[src/rtl/if_fetch_ctrl_pkg.sv]
// Shared widths, constants and fetch-sequencer encodings for the byte-serial
// instruction fetch controller.
package if_fetch_ctrl_pkg;

   localparam int INST_ADDR_BUS = 32;
   localparam int INST_BUS      = 32;

   localparam logic [INST_BUS-1:0] ZERO_WORD = '0;

   typedef enum logic {
      S_FETCH = 1'b0,
      S_HOLD  = 1'b1
   } fetch_state_t;

   typedef enum logic {
      P_REQ  = 1'b0,
      P_WAIT = 1'b1
   } fetch_phase_t;

endpackage

[src/rtl/if_fetch_ctrl_inst_byte_asm.sv]
// Four-lane byte register that gathers a little-endian instruction word. The lane
// being written this cycle is forwarded so the completed word is visible at once.
module if_fetch_ctrl_inst_byte_asm
   import if_fetch_ctrl_pkg::*;
(
   input  logic                clk,
   input  logic                clear,
   input  logic                we,
   input  logic [1:0]          lane,
   input  logic [7:0]          din,
   output logic [INST_BUS-1:0] word
);

   logic [7:0] lanes [4];

   always_ff @(posedge clk) begin
      if (clear) begin
         for (int i = 0; i < 4; i++) begin
            lanes[i] <= '0;
         end
      end else if (we) begin
         lanes[lane] <= din;
      end
   end

   always_comb begin
      for (int i = 0; i < 4; i++) begin
         word[8*i +: 8] = (we && lane == 2'(i)) ? din : lanes[i];
      end
   end

endmodule

[src/rtl/if_fetch_ctrl.sv]
// PC generator and byte-serial fetcher: pulls four bytes over the shared 8-bit
// memory port, assembles a little-endian word and presents it to the IF stage.
module if_fetch_ctrl
   import if_fetch_ctrl_pkg::*;
#(
   parameter int                ADDR_W   = INST_ADDR_BUS,
   parameter int                INST_W   = INST_BUS,
   parameter logic [ADDR_W-1:0] RESET_PC = '0
)(
   input  logic              clk,
   input  logic              rst,
   input  logic              stall_i,
   input  logic              br_flag_i,
   input  logic [ADDR_W-1:0] br_target_i,
   output logic              mem_req_o,
   output logic [ADDR_W-1:0] mem_addr_o,
   input  logic              mem_gnt_i,
   input  logic              mem_rvalid_i,
   input  logic [7:0]        mem_rdata_i,
   output logic [ADDR_W-1:0] pc_o,
   output logic [INST_W-1:0] inst_o,
   output logic              inst_valid_o
);

   fetch_state_t      state;
   fetch_phase_t      phase;
   logic [ADDR_W-1:0] fetch_pc;
   logic [1:0]        idx;
   logic              pend;
   logic              drop;
   logic [ADDR_W-1:0] target_al;
   logic              still_out;
   logic              byte_take;
   logic [INST_W-1:0] asm_word;

   assign target_al = br_target_i & ~ADDR_W'(3);

   // A byte is still in flight after this cycle if one was pending (ours or stale)
   // and did not return now, or if a grant is being given right now.
   assign still_out = ((pend || drop) && !mem_rvalid_i) || (mem_req_o && mem_gnt_i);
   assign byte_take = !br_flag_i && state == S_FETCH && phase == P_WAIT && pend && mem_rvalid_i;

   if_fetch_ctrl_inst_byte_asm u_asm (
      .clk   (clk),
      .clear (rst || br_flag_i),
      .we    (byte_take),
      .lane  (idx),
      .din   (mem_rdata_i),
      .word  (asm_word)
   );

   always_ff @(posedge clk) begin
      if (rst) begin
         state        <= S_FETCH;
         phase        <= P_REQ;
         fetch_pc     <= RESET_PC;
         idx          <= '0;
         pend         <= 1'b0;
         drop         <= 1'b0;
         mem_req_o    <= 1'b0;
         mem_addr_o   <= RESET_PC;
         pc_o         <= '0;
         inst_o       <= ZERO_WORD;
         inst_valid_o <= 1'b0;
      end else if (br_flag_i) begin
         state        <= S_FETCH;
         phase        <= P_REQ;
         fetch_pc     <= target_al;
         idx          <= '0;
         pend         <= 1'b0;
         drop         <= still_out;
         mem_req_o    <= !still_out;
         mem_addr_o   <= target_al;
         inst_valid_o <= 1'b0;
      end else if (state == S_FETCH) begin
         // A stale byte from before a redirect must drain before we ask again.
         if (drop) begin
            if (mem_rvalid_i) begin
               drop      <= 1'b0;
               mem_req_o <= 1'b1;
            end
         end else if (phase == P_REQ) begin
            if (mem_req_o && mem_gnt_i) begin
               pend      <= 1'b1;
               phase     <= P_WAIT;
               mem_req_o <= 1'b0;
            end else begin
               mem_req_o <= 1'b1;
            end
         end else if (byte_take) begin
            pend <= 1'b0;
            if (idx == 2'd3) begin
               inst_o       <= asm_word;
               pc_o         <= fetch_pc;
               inst_valid_o <= 1'b1;
               state        <= S_HOLD;
            end else begin
               idx        <= idx + 2'd1;
               phase      <= P_REQ;
               mem_req_o  <= 1'b1;
               mem_addr_o <= fetch_pc + ADDR_W'(idx + 2'd1);
            end
         end
      end else if (!stall_i) begin
         inst_valid_o <= 1'b0;
         fetch_pc     <= fetch_pc + ADDR_W'(4);
         idx          <= '0;
         state        <= S_FETCH;
         phase        <= P_REQ;
         mem_req_o    <= 1'b1;
         mem_addr_o   <= fetch_pc + ADDR_W'(4);
      end
   end

endmodule

[config.mk]
export PLATFORM = sky130hd
export DESIGN_NAME = if_fetch_ctrl
export DESIGN_NICKNAME = d
export VERILOG_FILES = /design/src/rtl/if_fetch_ctrl_pkg.sv /design/src/rtl/if_fetch_ctrl_inst_byte_asm.sv /design/src/rtl/if_fetch_ctrl.sv
export SDC_FILE = /design/constraint.sdc
export NUM_CORES = 1
export LEC_CHECK = 0
export CAP_MARGIN = 40
export CORE_UTILIZATION = 47
export DETAILED_ROUTE_END_ITERATION = 10
export PLACE_DENSITY = 0.76
export SYNTH_ARGS = -nofsm -noshare
export SYNTH_HDL_FRONTEND = slang
export SYNTH_SLANG_ARGS = --single-unit
[constraint.sdc]
create_clock -name clk -period 2.5 [get_ports clk]
set_input_delay 0.75 -clock clk [delete_from_list [all_inputs] [get_ports clk]]
set_output_delay 0.75 -clock clk [all_outputs]
set_load 0.01 [all_outputs]
# Yosys cells after proc, flatten, opt, wreduce, memory -nomap -nowiden
# Memory sizes are Yosys's and may differ from the RTL's. A register that Yosys moved wholly into a read port is not among the register bits.
# Cells that the tools add are included.
# totals
wordCells	121
regBits	104
mem_bits_rw	32
mem_count	1
in_bits	46
latch_bits	0
romBits	0
# mem_list
name	depth	width	read_ports	rd_ports_with_merged_regs	wr	line_no	source
u_asm.lanes	4	8	4	4	4	if_fetch_ctrl_inst_byte_asm.sv:14	logic [7:0] lanes [4];
# op_classes
n_eq_ne	13
n_mux	57
shift	0
magnitude_cmp	0
n_reduce_logical	30
bitwise_logic	4
multipliers	0
n_addsub	4
n_div	0
# ops
operator	n
32-bit two-way mux	10
1-bit two-way mux	39
32-bit by 3-bit adder with 32-bit output	1
32-bit by 3-bit adder with 32-bit output (second input constant)	1
5-bit AND reduction	3
2-bit two-way mux	7
2-bit nonzero test	5
3-bit inequality test (second input constant)	3
8-bit two-way mux	1
2-bit inequality test (second input constant)	4
4-bit AND reduction	2
8-bit OR reduction	1
1-bit logical AND	6
2-bit AND reduction	3
6-bit AND reduction	1
3-bit nonzero test	2
5-bit by 3-bit inequality test with 1-bit output (second input constant)	1
5-bit inequality test (second input constant)	1
2-bit by 1-bit inequality test with 1-bit output (second input constant)	2
4-bit inequality test (second input constant)	1
1-bit inverter	4
2-bit by 1-bit adder with 3-bit output (second input constant)	1
1-bit zero test	3
1-bit logical OR	3
3 further kinds	3

# Longest topological paths before layout
# Gate-level depths: netlist (run 1).
# depth
ltp_word	10
ltp_mapped	8
mapped_depth_nobuf	6

# By module
# A second synthesis (run 1) with hierarchy kept.
# hier_totals
cells_unflattened	913
hier_area_um2	7950.1
# modules_own_cells
module	n_inst	area_per_inst_um2	seq_area_each_um2	cells_per_inst
if_fetch_ctrl	1	6276.0	2602.5	793
if_fetch_ctrl_inst_byte_asm	1	1674.1	960.9	120

# Worst setup path after synthesis (run 1)
# OpenSTA, ideal clock, no wires.
# synth_timing
path_type	input to register
start	input br_flag_i
end	memory u_asm.lanes[2][0] (enable)
cell_stages	7
arrival_ns	2.162
setup_slack_ns	0.003
path_cell_list	clkbuf_1 nor2_1 nand3_1 nor3b_1 buf_2 clkbuf_1 nand2b_1
# synth_rtl
item	line_no	source
start, declared	if_fetch_ctrl.sv:13	input logic br_flag_i,
end, declared	if_fetch_ctrl_inst_byte_asm.sv:14	

# Worst setup path in the final report (run 1)
# layout_timing
start	input mem_rvalid_i
end	register inst_o[27], read port of u_asm.lanes
# layout_via
elab_chain_len	2
# layout_lines
item	line_no	source
start, declared	if_fetch_ctrl.sv:18	input logic mem_rvalid_i,
1-bit logical AND	if_fetch_ctrl.sv:41	assign byte_take = !br_flag_i && state == S_FETCH && phase == P_WAIT && pend && mem_rvalid_i;
6-bit AND reduction (no line)	--	
end, declared	if_fetch_ctrl.sv:21	output logic [INST_W-1:0] inst_o,
# Every way passes these cells.
# A chain may end at the register's enable or synchronous reset.

==> results of run 1 <==
==> power breakdown <==
group	leakage [nW]	switching (mW)	internal, mW
Combinational	1.92	0.273	0.271
Clock	0.295	1.07	1.67
Sequential	1.42	0.0790	2.75
Total	3.63	1.42	4.70
==> state kept, by name, indices dropped and copies added, names as in the netlist <==
name	flops
drop	1
inst_o	32
pend	1
inst_valid_o	1
phase	1
fetch_pc	30
mem_addr_o	32
state	1
u_asm.lanes	32
mem_req_o	1
pc_o	30
==> synth_stat cells, drive strengths merged, types with 2 or more instances <==
cell	count	area share [%]
or4	3	0.36
nor3	24	1.6
a31oi	5	0.41
mux2i	20	2.6
nor4	13	1.1
dfxtp	130	34
o21a	8	0.79
a2111oi	3	0.35
nor4b	2	0.31
a211o	2	0.23
nor3b	3	0.30
o21ai	32	2.1
a311oi	3	0.35
nand4	29	2.7
edfxtp	32	13
o211ai	3	0.30
and2	38	3.1
and4	4	0.48
nor2b	2	0.16
a22oi	2	0.20
nand3b	4	0.40
or4b	2	0.26
nor2	67	3.3
or3	3	0.25
a21o	4	0.40
ha	3	0.49
a21boi	9	0.89
xnor2	19	2.2
o22ai	9	0.74
nand3	18	1.3
or2	6	0.53
a211oi	29	2.9
a31o	2	0.23
and3	4	0.33
clkbuf	58	2.9
a221oi	8	0.92
inv	7	0.35
a21oi	69	4.5
nand2	121	6.0
nand2b	4	0.33
buf	22	1.4
xor2	33	3.8
==> worst max-delay path by stage <==
stage	startpoint	depth (start not counted)	to	slack (ns)
floorplan	br_flag_i	7	u_asm.lanes[2][0]	0.003
global placement	mem_rvalid_i	6	mem_addr_o[9]	-0.19
detailed placement	mem_rvalid_i	6	mem_addr_o[12]	-0.19
CTS	mem_addr_o[1]	2	mem_addr_o[1]	0.21
global route	mem_rvalid_i	8	inst_o[27]	0.07
finish	mem_rvalid_i	8	inst_o[27]	0.20
==> metal layers <==
| metal | part of all wire [%] | routed length, um | global-route usage (%) |
|---|---|---|---|
| met5 | 0 | 0 | 0 |
| met4 | 2.3 | 508 | 10.3 |
| met3 | 8.1 | 1780 | 6.23 |
| met2 | 48 | 10500 | 46.4 |
| met1 | 42 | 9270 | 33.8 |
==> cells by family after synthesis <==
logic type | after synthesis
other | 1
muxes | 20
AOI/OAI and AO/OA | 195
buffers and inverters | 87
DFF | 162
and+or+nand+nor | 349
adders and majority gates | 3
xor gates and xnor gates | 52
==> worst max-delay path, stage by stage <==
cell	delay, ns
clkdlybuf4s50_1	0.51
nand3_1	0.25
buf_4	0.23
nor2_1	0.12
a31oi_1	0.13
buf_4	0.18
a221oi_1	0.33
nor3_1	0.09
==> placed cells by master (no fill, tap or decap), drive strengths merged, types with 20 or more instances in the layout <==
| cell type | count |
|---|---|
| edfxtp | 32 |
| nand2 | 121 |
| buf | 88 |
| dfxtp | 130 |
| o21ai | 32 |
| a21oi | 69 |
| xor2 | 33 |
| and2 | 38 |
| clkdlybuf4s50 | 138 |
| nand4 | 29 |
| nor2 | 67 |
| nor3 | 24 |
| a211oi | 29 |
| mux2i | 20 |
==> cell type report <==
class	count	area [sq um]	area share (%)
inverters	7	26.3	0.255
multi-input cells	621	3690	35.8
flip-flops and latches	162	3560	34.6
repair buffers	226	2140	20.8
clock inverters	13	184	1.78
well taps	216	270	2.62
clock buffers	19	433	4.20
==> metrics by stage <==
step	hold slack, ns	instance area, sq um
detailed placement	0.446	9690
CTS	0.454	10300
finish	0.451	10300
floorplan	0.468	7600
global placement	0.441	9690
global route	0.474	10300
==> flow_metrics.tcl, run 1 <==
set metrics [dict create \
    postLayoutCoreUtil_pct 65.1 \
    syn_avg_cell_area_sq_um 8.74 \
    dieHeight_um 129 \
    diodes 0 \
    setup_viol 0 \
    gr-total-overflow 0 \
    clockBufferDepth 2 \
    cts.hold.buffers_added 0 \
    fin_skew_ns 0.00935 \
    reg2reg_depth 7 \
    fin_cells 1264 \
    grt_max_degree 79 \
    cts_resized 0 \
    start_kind "primary input" \
    synth_xor_area_share_pct 6.00 \
    hp-start "pc_o[12]" \
    fin_tns_setup_ns 0 \
    synth-async-reset-ratio_pct 0 \
    power_density_mw_per_mm2 594 \
    grt.total_usage_pct 27.3 \
    viasPerCell 5.58 \
    syn2layout_area_growth_pct 35.7 \
    seq_area_frac_synth_pct 46.9 \
    synth_top_flop_cell "dfxtp_1" \
    numCtsBuffers 17 \
    r2r-end "mem_addr_o[12]" \
    grt_pass1_vias 6798 \
    io_pins 144 \
    synth_compound_area_share_pct 16.2 \
    cp_data_arrival_time_ns 2.58 \
    ys_ff_latch 162 \
    core_area_sq_mm 0.0158 \
    dpl_worst_slack_ns -0.194 \
    synth_mux_area_share_pct 2.64 \
    rsz0062_at_grt "no" \
    cts-root-buf "clkbuf_16" \
    end_kind "flop" \
    drtIter0Drc 619 \
    yosys.area_share.adder_pct 0.494 \
    fin_nets 1084 \
    hold_path_class "reg -> reg" \
    fillers 1302 \
    path_class "in -> reg" \
    drive_gt1_share_pct 13.4 \
    drc_errors 0 \
    tightest_slew_ns 0.871 \
    maxSlewViolCount 0 \
    slew_headroom_pct 41.9 \
    drv_cap 0 \
    hold_depth 2 \
    avgRoutedWirePerCell_um 17.5 \
    yosysWarnings 0 \
    hpwl_mm 15.6 \
    drt_pass1_iterations 7 \
    netlist-cell-type-count 66 \
    synth_edf_count 32 \
    htreeDepth 4 \
    clk_latency_ns 0.43 \
    gp_routability_congestion 0.914 \
    leakage_nw 3.63 \
    netlist_area_sq_mm 0.00760 \
    cts_setup_buffers 0 \
    antenna_found_initial 0 \
    timing.final.crit_share_pct 92.1 \
    holdPathEnd "pc_o[12]" \
    min_period_ns 2.30 \
    fmax_mhz 435 \
    path_max_fanout 7 \
    reg2reg_from "mem_addr_o[0]" \
    hold_viol 0 \
    drtAntennaViolNets 0 \
    drt-total-wl_mm 22.1 \
    dp.cells 1232 \
    num_vias 7056 \
    port_buffers 139 \
    peakVddDrop_v 0.000454 \
    power_mw 6.12 \
    grt_pass1_wl_mm 34.9 \
    required_ns 2.78 \
    synthCells 869 \
    cts_tree "done" \
    fp-row-count 46 \
    die_x_um 129 \
    ff2ff_setup_slack_ns 0.31 \
    clkSinkCount 162 \
    synth_top_family_by_area "simple AND/OR/NAND/NOR gates" \
    yosys.area_share.simple_pct 23.0 \
    start_util_pct 48.0 \
    clk_pin_slew_ns 0.06 \
    design.die.area_sq_mm 0.0167 \
    setup_ws_ns 0.199 \
    status "complete, no violations" \
]
Power figures use the tool's default switching activity.
==> run 2: changes to the inputs <==
--- a/config.mk
+++ b/config.mk
@@ -8,6 +8,7 @@
 export CAP_MARGIN = 40
 export CORE_UTILIZATION = 47
 export DETAILED_ROUTE_END_ITERATION = 10
+export GPL_TIMING_DRIVEN = 1
 export PLACE_DENSITY = 0.76
 export SYNTH_ARGS = -nofsm -noshare
 export SYNTH_HDL_FRONTEND = slang
==> results of run 2 <==
No change in the layout: final DEF, timing and power equal those of run 1.
